## src/rtl/instr_sequencer.sv

```systemverilog
// instr_sequencer: fetch/decode/execute control for the 16-bit accumulator CPU.
// Owns PC, IR and the retired count; traps on illegal opcodes and on ack timeouts.
module instr_sequencer #(
    parameter int PC_W        = 16,
    parameter int MEM_TIMEOUT = 15,
    parameter int CNT_W       = 16
) (
    input  logic             clk,
    input  logic             rst_n,
    input  logic             run,
    output logic             imem_req,
    input  logic             imem_ack,
    input  logic [15:0]      imem_rdata,
    output logic [PC_W-1:0]  pc,
    output logic [15:0]      ir,
    output logic             dmem_req,
    output logic             dmem_we,
    input  logic             dmem_ack,
    output logic             acc_we,
    output logic             acc_src,
    input  logic [PC_W-1:0]  branch_target,
    input  logic             zr,
    input  logic             ng,
    output logic             busy,
    output logic             trap,
    output logic [1:0]       trap_cause,
    output logic [CNT_W-1:0] retired
);

    localparam int TW = (MEM_TIMEOUT < 1) ? 1 : $clog2(MEM_TIMEOUT + 1);
    localparam logic [TW-1:0] WAIT_MAX = TW'(MEM_TIMEOUT);

    typedef enum logic [2:0] {IDLE, FETCH, DECODE, EXEC, MEM, RETIRE, TRAP} state_t;

    state_t           state_q, state_d;
    logic [PC_W-1:0]  pc_q, pc_d;
    logic [15:0]      ir_q, ir_d;
    logic [CNT_W-1:0] retired_q, retired_d;
    logic [TW-1:0]    wait_q, wait_d;
    logic             imem_req_q, imem_req_d;
    logic             dmem_req_q, dmem_req_d;
    logic             dmem_we_q, dmem_we_d;
    logic             acc_alu_q, acc_alu_d;
    logic             busy_q, busy_d;
    logic             trap_q, trap_d;
    logic [1:0]       cause_q, cause_d;

    logic [4:0]       op;
    logic [PC_W-1:0]  pc_inc;
    logic             is_alu, is_load, is_store, is_illegal, taken, ld_ack;

    assign op         = ir_q[14:10];
    assign pc_inc     = pc_q + PC_W'(1);
    assign is_alu     = op <= 5'd17;
    assign is_load    = op == 5'd18;
    assign is_store   = op == 5'd19;
    assign is_illegal = op >= 5'd23;
    assign taken      = (op == 5'd20) || (op == 5'd21 && zr) || (op == 5'd22 && ng);
    // Load data is only valid in the ack cycle, so this strobe path bypasses the register.
    assign ld_ack     = (state_q == MEM) && is_load && dmem_ack;

    always_comb begin
        state_d    = state_q;
        pc_d       = pc_q;
        ir_d       = ir_q;
        retired_d  = retired_q;
        wait_d     = wait_q;
        imem_req_d = imem_req_q;
        dmem_req_d = dmem_req_q;
        dmem_we_d  = dmem_we_q;
        acc_alu_d  = 1'b0;
        busy_d     = busy_q;
        trap_d     = trap_q;
        cause_d    = cause_q;
        case (state_q)
            IDLE: if (run) begin
                state_d    = FETCH;
                imem_req_d = 1'b1;
                wait_d     = '0;
                busy_d     = 1'b1;
            end
            FETCH: if (imem_ack) begin
                ir_d       = imem_rdata;
                imem_req_d = 1'b0;
                state_d    = DECODE;
            end else if (wait_q == WAIT_MAX) begin
                imem_req_d = 1'b0;
                state_d    = TRAP;
                busy_d     = 1'b0;
                trap_d     = 1'b1;
                cause_d    = 2'd2;
            end else begin
                wait_d = wait_q + TW'(1);
            end
            DECODE: if (is_illegal) begin
                state_d = TRAP;
                busy_d  = 1'b0;
                trap_d  = 1'b1;
                cause_d = 2'd1;
            end else begin
                state_d   = EXEC;
                acc_alu_d = is_alu;
            end
            EXEC: if (is_load || is_store) begin
                state_d    = MEM;
                dmem_req_d = 1'b1;
                dmem_we_d  = is_store;
                wait_d     = '0;
            end else begin
                state_d   = RETIRE;
                pc_d      = taken ? branch_target : pc_inc;
                retired_d = retired_q + CNT_W'(1);
            end
            MEM: if (dmem_ack) begin
                dmem_req_d = 1'b0;
                dmem_we_d  = 1'b0;
                pc_d       = pc_inc;
                retired_d  = retired_q + CNT_W'(1);
                state_d    = RETIRE;
            end else if (wait_q == WAIT_MAX) begin
                dmem_req_d = 1'b0;
                dmem_we_d  = 1'b0;
                state_d    = TRAP;
                busy_d     = 1'b0;
                trap_d     = 1'b1;
                cause_d    = 2'd3;
            end else begin
                wait_d = wait_q + TW'(1);
            end
            RETIRE: if (run) begin
                state_d    = FETCH;
                imem_req_d = 1'b1;
                wait_d     = '0;
            end else begin
                state_d = IDLE;
                busy_d  = 1'b0;
            end
            TRAP: state_d = TRAP;
            default: state_d = IDLE;
        endcase
    end

    always_ff @(posedge clk) begin
        if (!rst_n) begin
            state_q    <= IDLE;
            pc_q       <= '0;
            ir_q       <= '0;
            retired_q  <= '0;
            wait_q     <= '0;
            imem_req_q <= 1'b0;
            dmem_req_q <= 1'b0;
            dmem_we_q  <= 1'b0;
            acc_alu_q  <= 1'b0;
            busy_q     <= 1'b0;
            trap_q     <= 1'b0;
            cause_q    <= 2'd0;
        end else begin
            state_q    <= state_d;
            pc_q       <= pc_d;
            ir_q       <= ir_d;
            retired_q  <= retired_d;
            wait_q     <= wait_d;
            imem_req_q <= imem_req_d;
            dmem_req_q <= dmem_req_d;
            dmem_we_q  <= dmem_we_d;
            acc_alu_q  <= acc_alu_d;
            busy_q     <= busy_d;
            trap_q     <= trap_d;
            cause_q    <= cause_d;
        end
    end

    assign imem_req   = imem_req_q;
    assign dmem_req   = dmem_req_q;
    assign dmem_we    = dmem_we_q;
    assign acc_we     = acc_alu_q | ld_ack;
    assign acc_src    = ld_ack;
    assign pc         = pc_q;
    assign ir         = ir_q;
    assign busy       = busy_q;
    assign trap       = trap_q;
    assign trap_cause = cause_q;
    assign retired    = retired_q;

endmodule

```

## config.mk

```make
export PLATFORM = sky130hd
export DESIGN_NAME = instr_sequencer
export DESIGN_NICKNAME = d
export VERILOG_FILES = /design/src/rtl/instr_sequencer.sv
export SDC_FILE = /design/constraint.sdc
export NUM_CORES = 1
export LEC_CHECK = 0
export ABC_AREA = 1
export ABC_CLOCK_PERIOD_IN_PS = 2900
export CORE_ASPECT_RATIO = 1.25
export CORE_MARGIN = 10
export CORE_UTILIZATION = 40
export DETAILED_ROUTE_END_ITERATION = 8
export PLACE_DENSITY = 0.66
export REMOVE_ABC_BUFFERS = 1
export SLEW_MARGIN = 20
export SYNTH_ARGS = -nofsm -noshare
export SYNTH_HDL_FRONTEND = slang
export SYNTH_SLANG_ARGS = --single-unit
export TNS_END_PERCENT = 20
```

## constraint.sdc

```tcl
create_clock -name clk -period 2.9 [get_ports clk]
set_clock_uncertainty 0.05 [all_clocks]
set_input_delay 0.58 -clock clk [delete_from_list [all_inputs] [get_ports clk]]
set_output_delay 0.58 -clock clk [all_outputs]
set_load 0.05 [all_outputs]
```

# ---- Word level (Yosys, flattened, before mapping)
# Cells that the tools add are included.
dict set report totals {
  reg_bits 63
  out_inout_bits 57
  in_bits 39
  elab_cells 115
}
dict set report classes {
  magnitude_cmp 2
  n_eq_ne 25
  bitwise_logic 3
  add_sub_neg 3
  reduce_logical 23
  muxes 47
}
# op n
set ops {}
lappend ops {{two-way mux 16 bit} 5}
lappend ops {{one-hot mux 16 bit (2 select lines)} 2}
lappend ops {{adder 16 x 1 -> 16 bit (second input constant)} 2}
lappend ops {{equality test 5 bit (second input constant)} 5}
lappend ops {{one-hot mux 3 bit (7 select lines)} 1}
lappend ops {{two-way mux 4 bit} 5}
lappend ops {{inequality test 2 bit (second input constant)} 9}
lappend ops {{two-way mux 1 bit} 17}
lappend ops {{one-hot mux 4 bit (4 select lines)} 1}
lappend ops {{two-way mux 3 bit} 5}
lappend ops {{AND reduction 6 bit} 2}
lappend ops {{two-way mux 2 bit} 5}
lappend ops {{equality test 3 bit (second input constant)} 3}
lappend ops {{AND reduction 3 bit} 3}
lappend ops {{equality test 3 x 2 -> 1 bit (second input constant)} 2}
lappend ops {{one-hot mux 1 bit (2 select lines)} 3}
lappend ops {{one-hot mux 2 bit (3 select lines)} 1}
lappend ops {{greater-or-equal comparator 5 bit (second input constant)} 1}
lappend ops {{less-or-equal comparator 5 bit (second input constant)} 1}
lappend ops {{one-hot mux 1 bit (5 select lines)} 1}
lappend ops {{AND reduction 5 bit} 1}
lappend ops {{nonzero test 5 bit} 1}
lappend ops {{adder 4 x 1 -> 4 bit (second input constant)} 1}
lappend ops {{equality test 4 bit (second input constant)} 1}
lappend ops {{17 further kinds} 25}

# ---- Longest topological paths before layout
# Gate-level depths: netlist of run 1.
dict set report depth {
  ltp_word 7
  ltp_mapped 11
  mapped_depth_nobuf 10
}

# ---- Worst setup path before layout of run 1
# No wires, ideal clock.
dict set report synth_path {
  path_kind {reg2out}
  from {reg ir_q[11], in the netlist ir[11]}
  to {out acc_we}
  n_path_buf 0
  path_stages_with_launch 4
  required_time_ns 2.270
  arrival_ns 2.409
  slack_ns -0.139
  path_cell_list {dfxtp_1 -> nand3_1 -> nor3_1 -> or2_2}
}
dict set report synth_between {
  elab_chain_len 4
}
# element line_no
set synth_lines {}
lappend synth_lines {{from (decl)} 37} ;# logic [15:0] ir_q, ir_d;
lappend synth_lines {{from (signal assigned)} 160} ;# ir_q <= ir_d;
lappend synth_lines {{equality test 5 bit} 55} ;# assign is_load = op == 5'd18;
lappend synth_lines {{logical AND 1 bit (2 in series)} 60} ;# assign ld_ack = (state_q == MEM) && is_load && dmem_ack;
lappend synth_lines {{named net acc_src} 20} ;# output logic acc_src,
lappend synth_lines {{bitwise OR 1 bit} 176} ;# assign acc_we = acc_alu_q | ld_ack;
lappend synth_lines {{to (decl)} 19} ;# output logic acc_we,
# The timed path passes the listed nets, and every way through them passes these cells.

# ---- Worst setup path after layout of run 1
dict set report layout_path {
  from {in dmem_ack}
  to {out acc_we}
}
dict set report layout_between {
  elab_chain_len 2
}
# element line_no
set layout_lines {}
lappend layout_lines {{from (decl)} 18} ;# input logic dmem_ack,
lappend layout_lines {{logical AND 1 bit} 60}
lappend layout_lines {{bitwise OR 1 bit} 176}
# Every way passes these cells.

==> results.py, run 1 <==
metrics = {
    "hold_path": {
        "min_to": "trap",
        "holdPathStages": 2,
        "worst_hold_path_type": "flop to flop",
        "min_from": "trap",
    },
    "die": {
        "chipHeight_um": 125,
        "die_x_um": 104,
        "initial_utilization": 0.410,
        "dieArea_um2": 13100,
        "core_um2": 8650,
        "rows": 38,
        "ios": 96,
    },
    "power": {
        "power_switching_w": 0.000740,
        "p_clk_frac": 0.341,
        "ir_drop_uv": 326,
        "combPwrFrac": 0.234,
        "p_leak_nw": 1.82,
        "power_frac_seq": 0.425,
        "power.density_nw_per_um2": 468,
        "netSwitchingFraction": 0.330,
        "p_int_w": 0.00150,
    },
    "sta": {
        "slew_violations": 0,
        "relSlewSlack": 0.631,
        "hold_viol_final": 0,
        "finalCritPeriodShare": 0.819,
        "grt_setup_unrepaired": "false",
        "max_freq_mhz": 421,
        "setup-tns-final_ns": 0,
        "worst_pin_slew_ns": 0.552,
        "layout_min_cycle_time_ns": 2.38,
        "finalSetupViolCount": 0,
    },
    "clocking": {
        "cts_tree": "done",
        "clk_latency_ns": 0.34,
        "clockBufferDepth": 2,
        "clk_pin_slew_ns": 0.07,
        "cts_setup_buffers": 0,
        "numCtsBuffers": 9,
        "hold_buffers": 0,
        "cts.sinks": 63,
        "cts-resized-gates": 0,
        "cts-htree-levels": 3,
        "clockRootBuffer": "clkbuf_8",
    },
    "final_layout": {
        "fill_cells": 876,
        "design_area_um2": 4790,
        "final_common_cell": "nand2_1",
        "drive_above_1_share": 0.0744,
        "seqCellArea_um2": 1260,
        "most-common-layout-cells": "121 x nand2_1, 93 x clkdlybuf4s50_1, 69 x nor2_1, 63 x dfxtp_1, 60 x nand3_1",
        "areaGrowthSynthToFinish_pct": 35.1,
        "n_antenna_cell": 0,
        "fin_nets": 669,
        "multi_input_area_um2": 1960,
    },
    "detailed_routing": {
        "route.detailed.drc": 0,
        "first_iter_violations": 165,
        "dr.pass1.iters": 5,
        "ant_nets": 0,
        "avgViaCountPerCell": 4.94,
        "vias": 3712,
        "wirelength_um": 10100,
        "wl_per_cell_um": 13.4,
    },
    "worst_setup_path": {
        "cp.required_ns": 2.27,
        "r2r_cells": 7,
        "endpoint_kind": "output pin",
        "crit_type": "input pin to output pin",
        "cp_slowest_cell": "clkdlybuf4s50_1",
        "r2r_end": "pc[9]",
        "crit_chain": "clkdlybuf4s50_1 -> nand3_2 -> nor3_1 -> or2_2 -> buf_12",
        "critPathMaxFanout": 4,
        "critPathMaxStageDelay_ns": 0.50,
        "start_kind": "input pin",
        "r2r_setup_slack_ns": 1.11,
        "crit_arrival_ns": 1.75,
        "r2r_start": "state_q[1]",
    },
    "global_route": {
        "antenna_found_initial": 0,
        "grt_remaining_overflow": 0,
        "grt_pass1_vias": 3581,
        "grt_pass1_wl_um": 16900,
        "grt_usage": 0.153,
        "grt_max_degree": 38,
    },
    "placed_design": {
        "finalWeightedCongestion": 0.931,
        "numPortBuffers": 95,
        "dpl-instance-area_um2": 4600,
        "place_hpwl_um": 7580,
    },
    "yosys": {
        "synth_area_leaders": "dfxtp_1 36%, nand2_1 13%, nand3_1 8.5%, nor2_1 7.3%, inv_1 5.7%",
        "netlist.area_leader.share": 0.355,
        "synth_cell_types": 35,
        "netlist_area_um2": 3550,
        "synth_seq_cells": 63,
        "syn_inst": 533,
        "yosysSeqAreaShare": 0.355,
        "yosysWarnings": 0,
        "syn_area_per_cell_um2": 6.66,
        "yosys.area.top_type": "dfxtp_1",
    },
    "outcome": {
        "status": "finished clean",
    },
    "flow_run": {
        "cap_viol_max_count": 0,
    },
}
## cells by family (layout without fill, tap and decap cells)
group                    after synthesis  after routing  share of synthesized area
AO/OA/AOI/OAI                         85             85                      0.127
XOR/XNOR                              10             10                     0.0247
adder cells (fa/ha/maj)                3              3                     0.0106
buffers and inverters                 75            174                     0.0938
flip-flops                            63             63                      0.355
AND/OR/NAND/NOR                      297            297                      0.389
## metal layers
metal	wire, um	GRT usage
met1	4240	0.172
met3	812	0.0555
met4	144	0.0500
met5	0	0
met2	4870	0.263
## power groups by stage
| stage | Clock [W] | Combinational [W] | Sequential [W] |
|---|---|---|---|
| 2_1_floorplan | 0 | 0.000198 | 0.00110 |
| 3_3_place_gp | 0 | 0.000522 | 0.000971 |
| 3_5_place_dp | 0 | 0.000527 | 0.000973 |
| 4_1_cts | 0.000788 | 0.000529 | 0.000953 |
| 5_1_grt | 0.000831 | 0.000571 | 0.000960 |
| 6_report | 0.000764 | 0.000525 | 0.000953 |
## stage by stage
stage | total power [W] | cells | setup slack [ns] | hold slack, ns | util
3_5_place_dp | 0.00150 | 736 | 0.522 | 0.393 | 0.531
5_1_grt | 0.00236 | 752 | 0.443 | 0.424 | 0.554
2_1_floorplan | 0.00130 | 515 | -0.139 | 0.414 | -
3_3_place_gp | 0.00149 | 736 | 0.544 | 0.390 | 0.531
6_report | 0.00224 | 752 | 0.524 | 0.402 | 0.554
4_1_cts | 0.00227 | 752 | 0.509 | 0.405 | 0.554
## flip-flops by register name, summed over array words and instances, names as in the netlist
| name | cells |
|---|---|
| pc | 16 |
| dmem_we | 1 |
| acc_alu_q | 1 |
| state_q | 3 |
| trap_cause | 2 |
| ir | 16 |
| retired | 16 |
| trap | 1 |
| wait_q | 4 |
| dmem_req | 1 |
| busy | 1 |
| imem_req | 1 |
## area by class of cell
cell class              count  share of cell area
multi-input cells         395               0.408
repair buffers            101               0.212
clock inverters             7              0.0154
flip-flops and latches     63               0.263
well taps                 120              0.0313
inverters                  57              0.0446
clock buffers               9              0.0258
## worst max-delay path by stage
stage	from	endpoint	depth (start not counted)	slack [ns]
after floorplan	ir[11]	acc_we	3	-0.14
after global placement	dmem_ack	acc_we	5	0.54
after detailed placement	dmem_ack	acc_we	5	0.52
after CTS	dmem_ack	acc_we	5	0.51
after global routing	dmem_ack	acc_we	5	0.44
final	dmem_ack	acc_we	5	0.52
## synthesized netlist by cell type
master         number
nand2_1           121
nor2_1             69
dfxtp_1            63
nand3_1            60
inv_1              54
a21oi_1            39
o21ai_0            32
nand3b_1            9
nand4_1             7
nor3_1              7
a31oi_1             6
xor2_1              6
buf_4               5
nand2_4             5
buf_2               4
clkbuf_1            4
nand2_2             4
nor2_4              4
o211ai_1            4
xnor2_1             4
buf_6               3
ha_1                3
o21bai_1            3
and3_1              2
inv_2               2
nand3_2             2
nor2_2              2
or2_2               2
buf_1               1
clkinv_1            1
dlygate4sd1_1       1
nor2_8              1
nor3_2              1
nor4_1              1
o21ai_1             1
## worst max-delay path: cells and delay by family
family,cells,cell delay [ns]
buf+inv,2,0.63
simple gates,3,0.54
Note: power is estimated with default switching activity, not from simulation.
==> run 2: changes to the inputs <==
--- a/config.mk
+++ b/config.mk
@@ -6,12 +6,12 @@
 export NUM_CORES = 1
 export LEC_CHECK = 0
 export ABC_AREA = 1
-export ABC_CLOCK_PERIOD_IN_PS = 2900
+export ABC_CLOCK_PERIOD_IN_PS = 2050
 export CORE_ASPECT_RATIO = 1.25
 export CORE_MARGIN = 10
 export CORE_UTILIZATION = 40
 export DETAILED_ROUTE_END_ITERATION = 8
-export PLACE_DENSITY = 0.66
+export PLACE_DENSITY = 0.69
 export REMOVE_ABC_BUFFERS = 1
 export SLEW_MARGIN = 20
 export SYNTH_ARGS = -nofsm -noshare
==> constraint.sdc (replaced) <==
create_clock -name clk -period 2.05 [get_ports clk]
set_clock_uncertainty 0.05 [all_clocks]
set_input_delay 0.41 -clock clk [delete_from_list [all_inputs] [get_ports clk]]
set_output_delay 0.41 -clock clk [all_outputs]
set_load 0.05 [all_outputs]
==> run 2 against run 1 <==
Against the previous run: via count increased by 2.1%; worst hold slack about the same; non-clock buffer count increased by 6; largest power group unchanged.
==> results.py, run 2 (synthesis results as in run 1) <==
metrics = {
    "worst_setup_path": {
        "cp_slowest_cell": "clkdlybuf4s50_1",
        "critPathMaxFanout": 4,
        "cp.required_ns": 1.59,
        "start_kind": "flop",
        "crit_arrival_ns": 1.54,
        "crit_chain": "clkdlybuf4s50_1",
        "cp_top_family": "buffers and inverters",
        "crit_type": "flop to output pin",
        "endpoint_kind": "output pin",
        "r2r_setup_slack_ns": 0.37,
        "cp_num_buf_inv": 1,
        "critPathMaxStageDelay_ns": 0.84,
    },
    "clocking": {
        "clk_pin_slew_ns": 0.07,
        "cts_tree": "done",
        "clockBufferDepth": 2,
        "clockRootBuffer": "clkbuf_8",
        "cts-htree-levels": 3,
        "numCtsBuffers": 9,
        "cts.sinks": 63,
        "hold_buffers": 0,
        "clk_latency_ns": 0.33,
    },
    "power": {
        "power.total_w": 0.00318,
        "ir_drop_uv": 522,
        "p_leak_nw": 1.98,
        "power.density_nw_per_um2": 666,
    },
    "placed_design": {
        "numPortBuffers": 95,
        "finalWeightedCongestion": 0.927,
        "place_ws_ns": 0.0931,
        "place_hpwl_um": 7740,
    },
    "die": {
        "ios": 96,
        "dieArea_um2": 13100,
        "initial_utilization": 0.410,
        "rows": 38,
        "core_um2": 8650,
        "chipHeight_um": 125,
        "die_x_um": 104,
    },
    "hold_path": {
        "worst_hold_path_type": "flop to flop",
    },
    "sta": {
        "finalCritPeriodShare": 0.976,
        "slew_violations": 0,
        "hold_ws_ns": 0.402,
        "worst_pin_slew_ns": 0.536,
        "layout_min_cycle_time_ns": 2.00,
        "relSlewSlack": 0.641,
        "grt_setup_unrepaired": "true",
        "finalSetupViolCount": 0,
        "fin_ws_ns": 0.0495,
        "hold_viol_final": 0,
        "max_freq_mhz": 500,
    },
    "outcome": {
        "status": "finished clean",
    },
    "detailed_routing": {
        "vias": 3791,
        "dr.pass1.iters": 5,
        "avgViaCountPerCell": 5.00,
        "route.detailed.drc": 0,
        "wl_per_cell_um": 13.4,
        "wirelength_um": 10100,
        "first_iter_violations": 150,
        "ant_nets": 0,
    },
    "global_route": {
        "grt_usage": 0.153,
        "antenna_found_initial": 0,
        "grt_remaining_overflow": 0,
        "grt_pass1_wl_um": 17000,
        "grt_pass1_vias": 3693,
        "grt_max_degree": 30,
    },
    "final_layout": {
        "fin_nets": 675,
        "drive_above_1_share": 0.138,
        "fill_cells": 875,
        "most-common-layout-cells": "121 x nand2_1, 67 x nor2_1, 62 x dfxtp_1, 60 x nand3_1, 56 x clkdlybuf4s50_1",
        "multi_input_area_um2": 1970,
        "areaGrowthSynthToFinish_pct": 34.6,
        "seqCellArea_um2": 1260,
        "final_common_cell": "nand2_1",
        "n_antenna_cell": 0,
    },
    "flow_run": {
        "cap_viol_max_count": 0,
    },
}
## run 2: final cells by class
class                      count  share of cell area
clock buffer                  13              0.0312
clock inverter                 3             0.00890
inverter                      57              0.0448
multi-input combinational    395               0.411
sequential                    63               0.264
tap                          120              0.0314
timing repair buffer         107               0.208
## run 2: layer usage
metal  track usage  vias to the layer above  wire length, um
met5             0                        -                0
met4        0.0558                        0              144
met3        0.0519                       14              638
met2         0.257                      103             4930
met1         0.177                     1735             4410
li1              -                     1939                -
## run 2: what timing repair did
| item | CTS | global route |
|---|---|---|
| setup endpoints to repair | 1 | 6 |
| buffers inserted | 0 | 0 |
| resized for setup | 1 | 6 |
## run 2: report_power, final
part           internal [W]  total [W]  switching, W
Combinational      0.000276   0.000748      0.000472
Clock              0.000595    0.00108      0.000487
Sequential          0.00129    0.00135     0.0000578
Total               0.00216    0.00318       0.00102
## run 2: final timing paths
| path | start | endpoint | depth (start not counted) |
|---|---|---|---|
| worst max-delay path | ir[14] | ir[14] | 1 |
| worst min-delay path | imem_req | imem_req | 2 |
| worst max register to register | state_q[0] | ir[0] | 6 |
| worst min register to register | imem_req | imem_req | 2 |
## run 2: metrics by stage
stage,instance area [um2],setup TNS [ns],instances,util
2_1_floorplan,3430,-1.19,515,-
3_3_place_gp,4570,0,742,0.528
3_5_place_dp,4570,0,742,0.528
4_1_cts,4760,0,758,0.550
5_1_grt,4780,-0.0211,758,0.552
6_report,4780,0,758,0.552
==> run 3: changes to the inputs <==
--- a/config.mk
+++ b/config.mk
@@ -10,9 +10,9 @@
 export CORE_ASPECT_RATIO = 1.25
 export CORE_MARGIN = 10
 export CORE_UTILIZATION = 40
+export CTS_CLUSTER_SIZE = 30
 export DETAILED_ROUTE_END_ITERATION = 8
 export PLACE_DENSITY = 0.69
-export REMOVE_ABC_BUFFERS = 1
 export SLEW_MARGIN = 20
 export SYNTH_ARGS = -nofsm -noshare
 export SYNTH_HDL_FRONTEND = slang
==> run 3 against run 2 <==
Against the previous run: maximum frequency fell by 0.27%; flip-flop and latch count unchanged; final area grew 1.1%.
==> results.py, run 3 (synthesis results as in run 1) <==
metrics = {
    "outcome": {
        "status": "finished clean",
    },
    "worst_setup_path": {
        "cp_slowest_cell": "clkdlybuf4s50_1",
        "critPathMaxStageDelay_ns": 0.82,
        "r2r_end": "ir[11]",
        "worstSetupEndpoint": "retired[2]",
        "cp_top_family": "buffers and inverters",
        "r2r_cells": 6,
        "crit_arrival_ns": 1.55,
        "cp-startpoint": "retired[2]",
        "critPathMaxFanout": 3,
        "endpoint_kind": "output pin",
        "r2r_setup_slack_ns": 0.28,
        "crit_chain": "clkdlybuf4s50_1",
        "cp_num_buf_inv": 1,
        "cp.depth": 1,
        "start_kind": "flop",
        "r2r_start": "state_q[0]",
        "cp.required_ns": 1.59,
        "crit_type": "flop to output pin",
    },
    "clocking": {
        "clockRootBuffer": "clkbuf_8",
        "cts-resized-gates": 6,
        "clk_pin_slew_ns": 0.07,
        "cts_tree": "done",
        "cts-htree-levels": 3,
        "cts_setup_buffers": 0,
        "numCtsBuffers": 9,
        "clk_latency_ns": 0.35,
        "hold_buffers": 0,
        "cts.sinks": 63,
        "clockBufferDepth": 2,
    },
    "global_route": {
        "grtUsageMet2": 0.261,
        "use_met1": 0.173,
        "grt_usage": 0.156,
        "grt_pass1_vias": 3629,
        "grt_remaining_overflow": 0,
        "antenna_found_initial": 0,
        "grt-busiest-layer": "met2",
        "globalRouteMet3Util": 0.0529,
        "grt_pass1_wl_um": 17000,
        "grt_max_degree": 27,
    },
    "power": {
        "power.density_nw_per_um2": 665,
        "p_leak_nw": 2.03,
        "ir_drop_uv": 358,
    },
    "die": {
        "die_x_um": 104,
        "ios": 96,
        "initial_utilization": 0.410,
        "core_um2": 8650,
        "chipHeight_um": 125,
        "rows": 38,
        "dieArea_um2": 13100,
    },
    "detailed_routing": {
        "ant_nets": 0,
        "first_iter_violations": 165,
        "avgViaCountPerCell": 4.98,
        "vias": 3768,
        "wirelength_um": 10300,
        "wl_per_cell_um": 13.6,
        "route.detailed.drc": 0,
        "dr.pass1.iters": 4,
    },
    "sta": {
        "worst_pin_slew_ns": 0.540,
        "slew_violations": 0,
        "max_freq_mhz": 499,
        "hold_viol_final": 0,
        "grt_setup_unrepaired": "true",
        "finalSetupViolCount": 0,
        "finalCritPeriodShare": 0.979,
        "relSlewSlack": 0.639,
        "hold_ws_ns": 0.399,
        "layout_min_cycle_time_ns": 2.01,
    },
    "final_layout": {
        "n_antenna_cell": 0,
        "areaGrowthSynthToFinish_pct": 36.2,
        "finalNonFillerCells": 756,
        "most-common-layout-cells": "121 x nand2_1, 67 x nor2_1, 60 x nand3_1, 58 x clkdlybuf4s50_1, 57 x dfxtp_1",
        "final_common_cell": "nand2_1",
        "fin_nets": 674,
        "utilization": 0.559,
        "drive_above_1_share": 0.135,
    },
    "yosys": {
        "syn_nets": 575,
    },
    "placed_design": {
        "place_hpwl_um": 7840,
        "numPortBuffers": 95,
        "finalWeightedCongestion": 0.966,
        "dp.cells": 741,
    },
    "hold_path": {
        "worst_hold_path_type": "flop to flop",
        "min_from": "trap_cause[0]",
    },
    "flow_run": {
        "cap_viol_max_count": 0,
    },
}
-- run 3: worst min path at each step --
| stage | endpoint | cells after the start |
|---|---|---|
| 5_1_grt | trap_cause[0] | 2 |
| 4_1_cts | trap_cause[0] | 2 |
| 3_5_place_dp | trap_cause[0] | 2 |
| 2_1_floorplan | wait_q[3] | 2 |
| 3_3_place_gp | trap_cause[0] | 2 |
| 6_report | trap_cause[0] | 2 |
-- run 3: stage by stage --
step / worst slack (ns) / setup TNS, ns / area (um2) / total power, W
final: 0.0440 / 0 / 4830 / 0.00321
after global routing: -0.0000231 / -0.0000231 / 4830 / 0.00338
after CTS: 0.00377 / 0 / 4810 / 0.00324
after detailed placement: 0.0747 / 0 / 4610 / 0.00214
after global placement: 0.0814 / 0 / 4610 / 0.00212
after floorplan: 0.0392 / 0 / 3570 / 0.00187
-- run 3: where the power goes --
group	total, W	internal (W)	switching (W)	leakage (nW)
combinational	0.000760	0.000281	0.000479	1.42
clock	0.00110	0.000619	0.000478	0.0985
sequential	0.00136	0.00130	0.0000604	0.514
total	0.00321	0.00220	0.00102	2.03
-- run 3: cell type report --
class / instances / area, um2
inverter: 57 / 214
timing repair buffer: 106 / 1020
tap: 120 / 150
multi-input combinational: 395 / 1990
fill: 869 / 3820
sequential: 63 / 1270
clock inverter: 3 / 42.5
clock buffer: 12 / 155
-- run 3: layer usage --
| layer | up-vias | wire length (um) |
|---|---|---|
| li1 | 1933 | - |
| met1 | 1689 | 4230 |
| met3 | 26 | 677 |
| met4 | 0 | 325 |
| met5 | - | 0 |
| met2 | 120 | 5030 |
